<file path="config.mk">
export PLATFORM = sky130hd
export DESIGN_NAME = mem_port_arbiter
export DESIGN_NICKNAME = d
export VERILOG_FILES = /design/src/rtl/mem_pkg.sv /design/src/rtl/mem_port_arbiter_rr_arb2.sv /design/src/rtl/mem_port_arbiter.sv
export SDC_FILE = /design/constraint.sdc
export NUM_CORES = 1
export LEC_CHECK = 0
export BUFFER_PORTS_ARGS = -buffer_cell sky130_fd_sc_hd__clkbuf_2
export CAP_MARGIN = 20
export CORE_MARGIN = 1
export CORE_UTILIZATION = 42
export DETAILED_ROUTE_END_ITERATION = 7
export GPL_TIMING_DRIVEN = 1
export PLACE_DENSITY_LB_ADDON = 0.15
export SLEW_MARGIN = 10
export SYNTH_ARGS = -nofsm -noshare
export SYNTH_HDL_FRONTEND = slang
export SYNTH_SLANG_ARGS = --single-unit
</file>
<file path="constraint.sdc">
create_clock -name clk -period 1.5 [get_ports clk]
set_input_delay 0.15 -clock clk [delete_from_list [all_inputs] [get_ports clk]]
set_output_delay 0.15 -clock clk [all_outputs]
set_load 0.03 [all_outputs]
</file>
<file path="src/rtl/mem_pkg.sv">
// Shared definitions for the two-port data memory arbiter.
//   AW_DEF / DW_DEF : default address and data widths (32 x 32 memory)
//   state_t         : arbiter FSM state encoding
//   OP_RD / OP_WR   : encoding of the latched operation (write-enable bit)
package mem_pkg;

  localparam int AW_DEF = 5;
  localparam int DW_DEF = 32;

  typedef enum logic [1:0] {
    IDLE = 2'd0,
    GNT0 = 2'd1,
    GNT1 = 2'd2
  } state_t;

  localparam logic OP_RD = 1'b0;
  localparam logic OP_WR = 1'b1;

endpackage

</file>
<file path="src/rtl/mem_port_arbiter_rr_arb2.sv">
// Two-way round-robin pick (purely combinational).
//   i_eff_req [1:0] : masked requests (bit k = requester k)
//   i_ptr           : preferred requester when both are requesting
//   o_gnt [1:0]     : one-hot grant, all zero when nobody requests
module rr_arb2 (
  input  logic [1:0] i_eff_req,
  input  logic       i_ptr,
  output logic [1:0] o_gnt
);

  always_comb begin
    o_gnt = i_eff_req;
    if (i_eff_req == 2'b11) begin
      o_gnt = i_ptr ? 2'b10 : 2'b01;
    end
  end

endmodule

</file>
<file path="src/rtl/mem_port_arbiter.sv">
// Round-robin arbiter and sequencer between two requesters and a
// register-style data memory with combinational read data.
//   clk, rst                       : clock, synchronous active-high reset
//   reqK/weK/addrK/wdataK (K=0,1)  : requester access request and operands
//   gntK                           : access of requester K is on the memory
//   rvalidK/rdataK                 : completion pulse and read data
//   mem_read/mem_write             : memory strobes
//   mem_addr_re/mem_addr/mem_wdata : memory read address, write address, data
//   mem_rdata                      : memory read data (combinational)
module mem_port_arbiter
  import mem_pkg::*;
#(
  parameter int AW = AW_DEF,
  parameter int DW = DW_DEF
) (
  input  logic          clk,
  input  logic          rst,
  input  logic          req0,
  input  logic          we0,
  input  logic [AW-1:0] addr0,
  input  logic [DW-1:0] wdata0,
  output logic          gnt0,
  output logic          rvalid0,
  output logic [DW-1:0] rdata0,
  input  logic          req1,
  input  logic          we1,
  input  logic [AW-1:0] addr1,
  input  logic [DW-1:0] wdata1,
  output logic          gnt1,
  output logic          rvalid1,
  output logic [DW-1:0] rdata1,
  output logic          mem_read,
  output logic          mem_write,
  output logic [AW-1:0] mem_addr_re,
  output logic [AW-1:0] mem_addr,
  output logic [DW-1:0] mem_wdata,
  input  logic [DW-1:0] mem_rdata
);

  state_t        r_state;
  logic          r_ptr;
  logic          r_op_we;
  logic [AW-1:0] r_op_addr;
  logic [DW-1:0] r_op_wdata;
  logic          r_gnt0;
  logic          r_gnt1;
  logic          r_rvalid0;
  logic          r_rvalid1;
  logic [DW-1:0] r_rdata0;
  logic [DW-1:0] r_rdata1;
  logic          r_mem_read;
  logic          r_mem_write;

  logic [1:0]    w_eff_req;
  logic [1:0]    w_gnt;
  logic          w_sel_we;

  // The requester currently on the memory drops req next cycle, so its
  // still-high request must not win again.
  assign w_eff_req = {req1 & (r_state != GNT1), req0 & (r_state != GNT0)};
  assign w_sel_we  = w_gnt[1] ? we1 : we0;

  rr_arb2 u_rr_arb2 (
    .i_eff_req (w_eff_req),
    .i_ptr     (r_ptr),
    .o_gnt     (w_gnt)
  );

  always_ff @(posedge clk) begin
    if (rst) begin
      r_state     <= IDLE;
      r_ptr       <= 1'b0;
      r_op_we     <= OP_RD;
      r_op_addr   <= '0;
      r_op_wdata  <= '0;
      r_gnt0      <= 1'b0;
      r_gnt1      <= 1'b0;
      r_rvalid0   <= 1'b0;
      r_rvalid1   <= 1'b0;
      r_rdata0    <= '0;
      r_rdata1    <= '0;
      r_mem_read  <= 1'b0;
      r_mem_write <= 1'b0;
    end else begin
      // Completion of the access that is on the memory this cycle.
      r_rvalid0 <= (r_state == GNT0);
      r_rvalid1 <= (r_state == GNT1);
      if ((r_state == GNT0) && (r_op_we == OP_RD)) r_rdata0 <= mem_rdata;
      if ((r_state == GNT1) && (r_op_we == OP_RD)) r_rdata1 <= mem_rdata;

      // Grant and strobes are registered alongside the state they describe.
      r_gnt0      <= w_gnt[0];
      r_gnt1      <= w_gnt[1];
      r_mem_read  <= (|w_gnt) & (w_sel_we == OP_RD);
      r_mem_write <= (|w_gnt) & (w_sel_we == OP_WR);

      // Operands are latched only on a grant, so in IDLE the memory
      // address/data outputs keep their last values.
      if (w_gnt[0]) begin
        r_state    <= GNT0;
        r_ptr      <= 1'b1;
        r_op_we    <= we0;
        r_op_addr  <= addr0;
        r_op_wdata <= wdata0;
      end else if (w_gnt[1]) begin
        r_state    <= GNT1;
        r_ptr      <= 1'b0;
        r_op_we    <= we1;
        r_op_addr  <= addr1;
        r_op_wdata <= wdata1;
      end else begin
        r_state    <= IDLE;
      end
    end
  end

  assign gnt0        = r_gnt0;
  assign gnt1        = r_gnt1;
  assign rvalid0     = r_rvalid0;
  assign rvalid1     = r_rvalid1;
  assign rdata0      = r_rdata0;
  assign rdata1      = r_rdata1;
  assign mem_read    = r_mem_read;
  assign mem_write   = r_mem_write;
  assign mem_addr_re = r_op_addr;
  assign mem_addr    = r_op_addr;
  assign mem_wdata   = r_op_wdata;

endmodule

</file>
==> out/qor.yml <==
cts:
  clk_transition_reported_paths_ns: 0.08
  clock_latency_of_the_later_clocked_register_in_the_worst_skew_pair_ns: 0.35
  h-tree-depth: 3
  cts_root_buffer: "clkbuf_16"
  postCtsSetupBuffers: 0
  tritoncts: "yes"
  number_of_buffers_inserted_during_clock_tree_synthesis: 9
  clockBufferDepth: 2
  cts.sinks: 110
place:
  place_hpwl_um: 9410
  io_buffers: 223
  numPlacedInstances: 905
  routabilityCongestion: 0.809
  post-place-ws_ns: 0.0184
die:
  die_w_um: 109
  io_pins: 224
  die_area_um2: 11800
  fp-row-count: 38
  floorplan.core_area_um2: 10900
  floorplan.initialDensity_pct: 43.6
  dieHeight_um: 109
route:
  wl_met1_um: 5890
  detailroute.via_count: 4890
  drt-vias-per-instance: 5.30
  detail_route.drc_violations: 0
  wl_per_cell_um: 15.2
  drt_pass1_iterations: 4
  iter_0_drt_violations: 279
  dr_wl_met3_um: 1100
  routed.top_layer: "met4"
  totalWireLength_um: 14000
  detail-route-antenna-nets: 0
  wl_met2_um: 6870
power_and_ir_drop:
  total_leakage_power_nw: 2.81
  power_per_standard_cell_area_nw_per_um2: 1150
  vdd.ir_drop.worst_v: 0.000924
  power_mw: 7.32
layout:
  fin_cells: 922
  utilization_pct: 58.3
  antenna-diode-count: 0
  flow.area_growth_from_synthesis_pct: 33.8
  most-common-layout-cells: "clkbuf_2, nand2_1, dfxtp_1, o211ai_1, a21oi_1"
  fin_nets: 889
  drive_above_1_share_pct: 34.4
  final_common_cell: "clkbuf_2"
critical_path:
  worst-endpoint-arrival_ns: 1.66
  worstSetupStartpoint: "r_state[0]$_SDFF_PP0_"
  timing.critical_path.from_type: "register"
  critical_path_class: "reg2reg"
  worst_r2r_startpoint: "r_state[0]$_SDFF_PP0_"
  worstPathMaxFanout: 25
  cp.required_ns: 1.74
  end_kind: "register"
flow_run:
  drv_cap: 0
global_routing:
  grt_antenna_before_repair: 0
  first_global_vias: 4570
  global_route.overflow_total: 0
  combined_global_route_utilization_of_all_metal_layers_pct: 23.6
  grt_pass1_wl_um: 21800
  maximum_number_of_pins_on_one_net_before_global_route_repair: 77
synthesis:
  synth_cells: 579
  dominant_cell_type_by_area_after_synthesis: "dfxtp_1"
  synthesis.area_um2: 4760
  yosys_synthesis_warning_count: 0
  synth.avg_cell_area_um2: 8.23
  yosysSeqAreaShare_pct: 46.2
  yosys.area.top_type_share_pct: 46.2
  ys_ff_latch: 110
  netlist-cell-type-count: 25
  synth.top_cells.by_area: "dfxtp_1, nand2_1, o211ai_1"
  syn_nets: 691
min_path:
  class_of_the_worst_hold_path: "in2reg"
  min-delay-start: "mem_rdata[2]"
sta:
  final_min_period_over_clock_period_pct: 94.8
  fmax_mhz: 703
  finalHoldViolations: 0
  fin_skew_ns: 0.00769
  setup_slack_ns: 0.0780
  worst_slew_margin_relative_to_its_limit_pct: 79.4
  timing.final.crit_period_ns: 1.42
  timing.final.max_slew_violations: 0
  tightest_slew_ns: 0.309
  final-setup-viol-count: 0
status:
  outcome: "finished, final reports clean"
## sequential cells by signal, summed over array words and instances (netlist names)
signal and flops:
gnt1 1, mem_addr 5, mem_read 1, mem_wdata 32
mem_write 1, r_op_we 1, r_ptr 1, r_state 2
rdata0 32, rdata1 32, rvalid0 1, rvalid1 1
## synthesized netlist by cell type (all sizes together)
cell / number
dfxtp: 110
nand2b: 43
nor2: 9
o22a: 1
or2: 1
clkbuf: 25
o211ai: 74
nand2: 168
o21ai: 1
nor2b: 1
buf: 33
a311oi: 1
a21o: 1
a22o: 37
and2: 1
nor3: 1
nor3b: 1
a21oi: 69
a2111oi: 1
o21a: 1
## kinds of logic after synthesis
group	after synthesis	synth area share [%]
and+or+nand+nor	225	20.5
AOI/OAI and AO/OA	186	27.0
DFF	110	46.2
buffers and inverters	58	6.28
## worst paths after layout
| path | end | slack [ns] | cells past startpoint |
|---|---|---|---|
| setup / recovery | mem_wdata[16]$_SDFFE_PP0P_ | 0.08 | 5 |
| hold / removal | rdata1[2]$_SDFFE_PP0P_ | 0.02 | 3 |
| setup reg to reg | mem_wdata[16]$_SDFFE_PP0P_ | 0.08 | 5 |
| hold reg to reg | rdata0[24]$_SDFFE_PP0P_ | 0.45 | 2 |
## worst max-delay path, cell delays in order, from the launching register on
cell      delay (ns)
dfxtp_4         0.37
nor2b_4         0.19
o21a_1          0.23
buf_12          0.19
o211ai_1        0.12
a22o_1          0.21
## final cells by class
type / instances / area, um2
flip-flops and latches: 110 / 2210
clock buffers: 11 / 253
fillers: 1033 / 4560
well taps: 140 / 175
repair buffers: 245 / 1400
clock inverters: 5 / 56.3
multi-input cells: 411 / 2280
## what timing repair did
| action | CTS | global route |
|---|---|---|
| hold buffers | 1 | 0 |
| resized for setup | 0 | 4 |
| endpoints found under the setup margin | 0 | 39 |
| endpoints found under the hold margin | 1 | 0 |
## layer usage
layer	track usage, %	up-vias
li1	-	2396
met1	28.1	2306
met2	40.6	174
met3	7.41	14
met4	6.37	0
met5	0	-
## metrics by stage
step,setup TNS (ns),area (um2),hold WS (ns)
finish,0,6380,0.0223
global route,-0.00107,6380,0.0202
CTS,0,6360,0.0149
detailed placement,0,6040,0.375
global placement,0,6040,0.354
floorplan,0,4770,0.246
## power by group
group	total (mW)	internal, mW	switching, mW	leakage, nW
registers	3.23	3.12	0.110	0.901
clock network	2.47	1.39	1.09	0.152
logic	1.62	0.594	1.03	1.76
total	7.32	5.10	2.22	2.81
No activity file was read; power rests on OpenSTA's default activity.
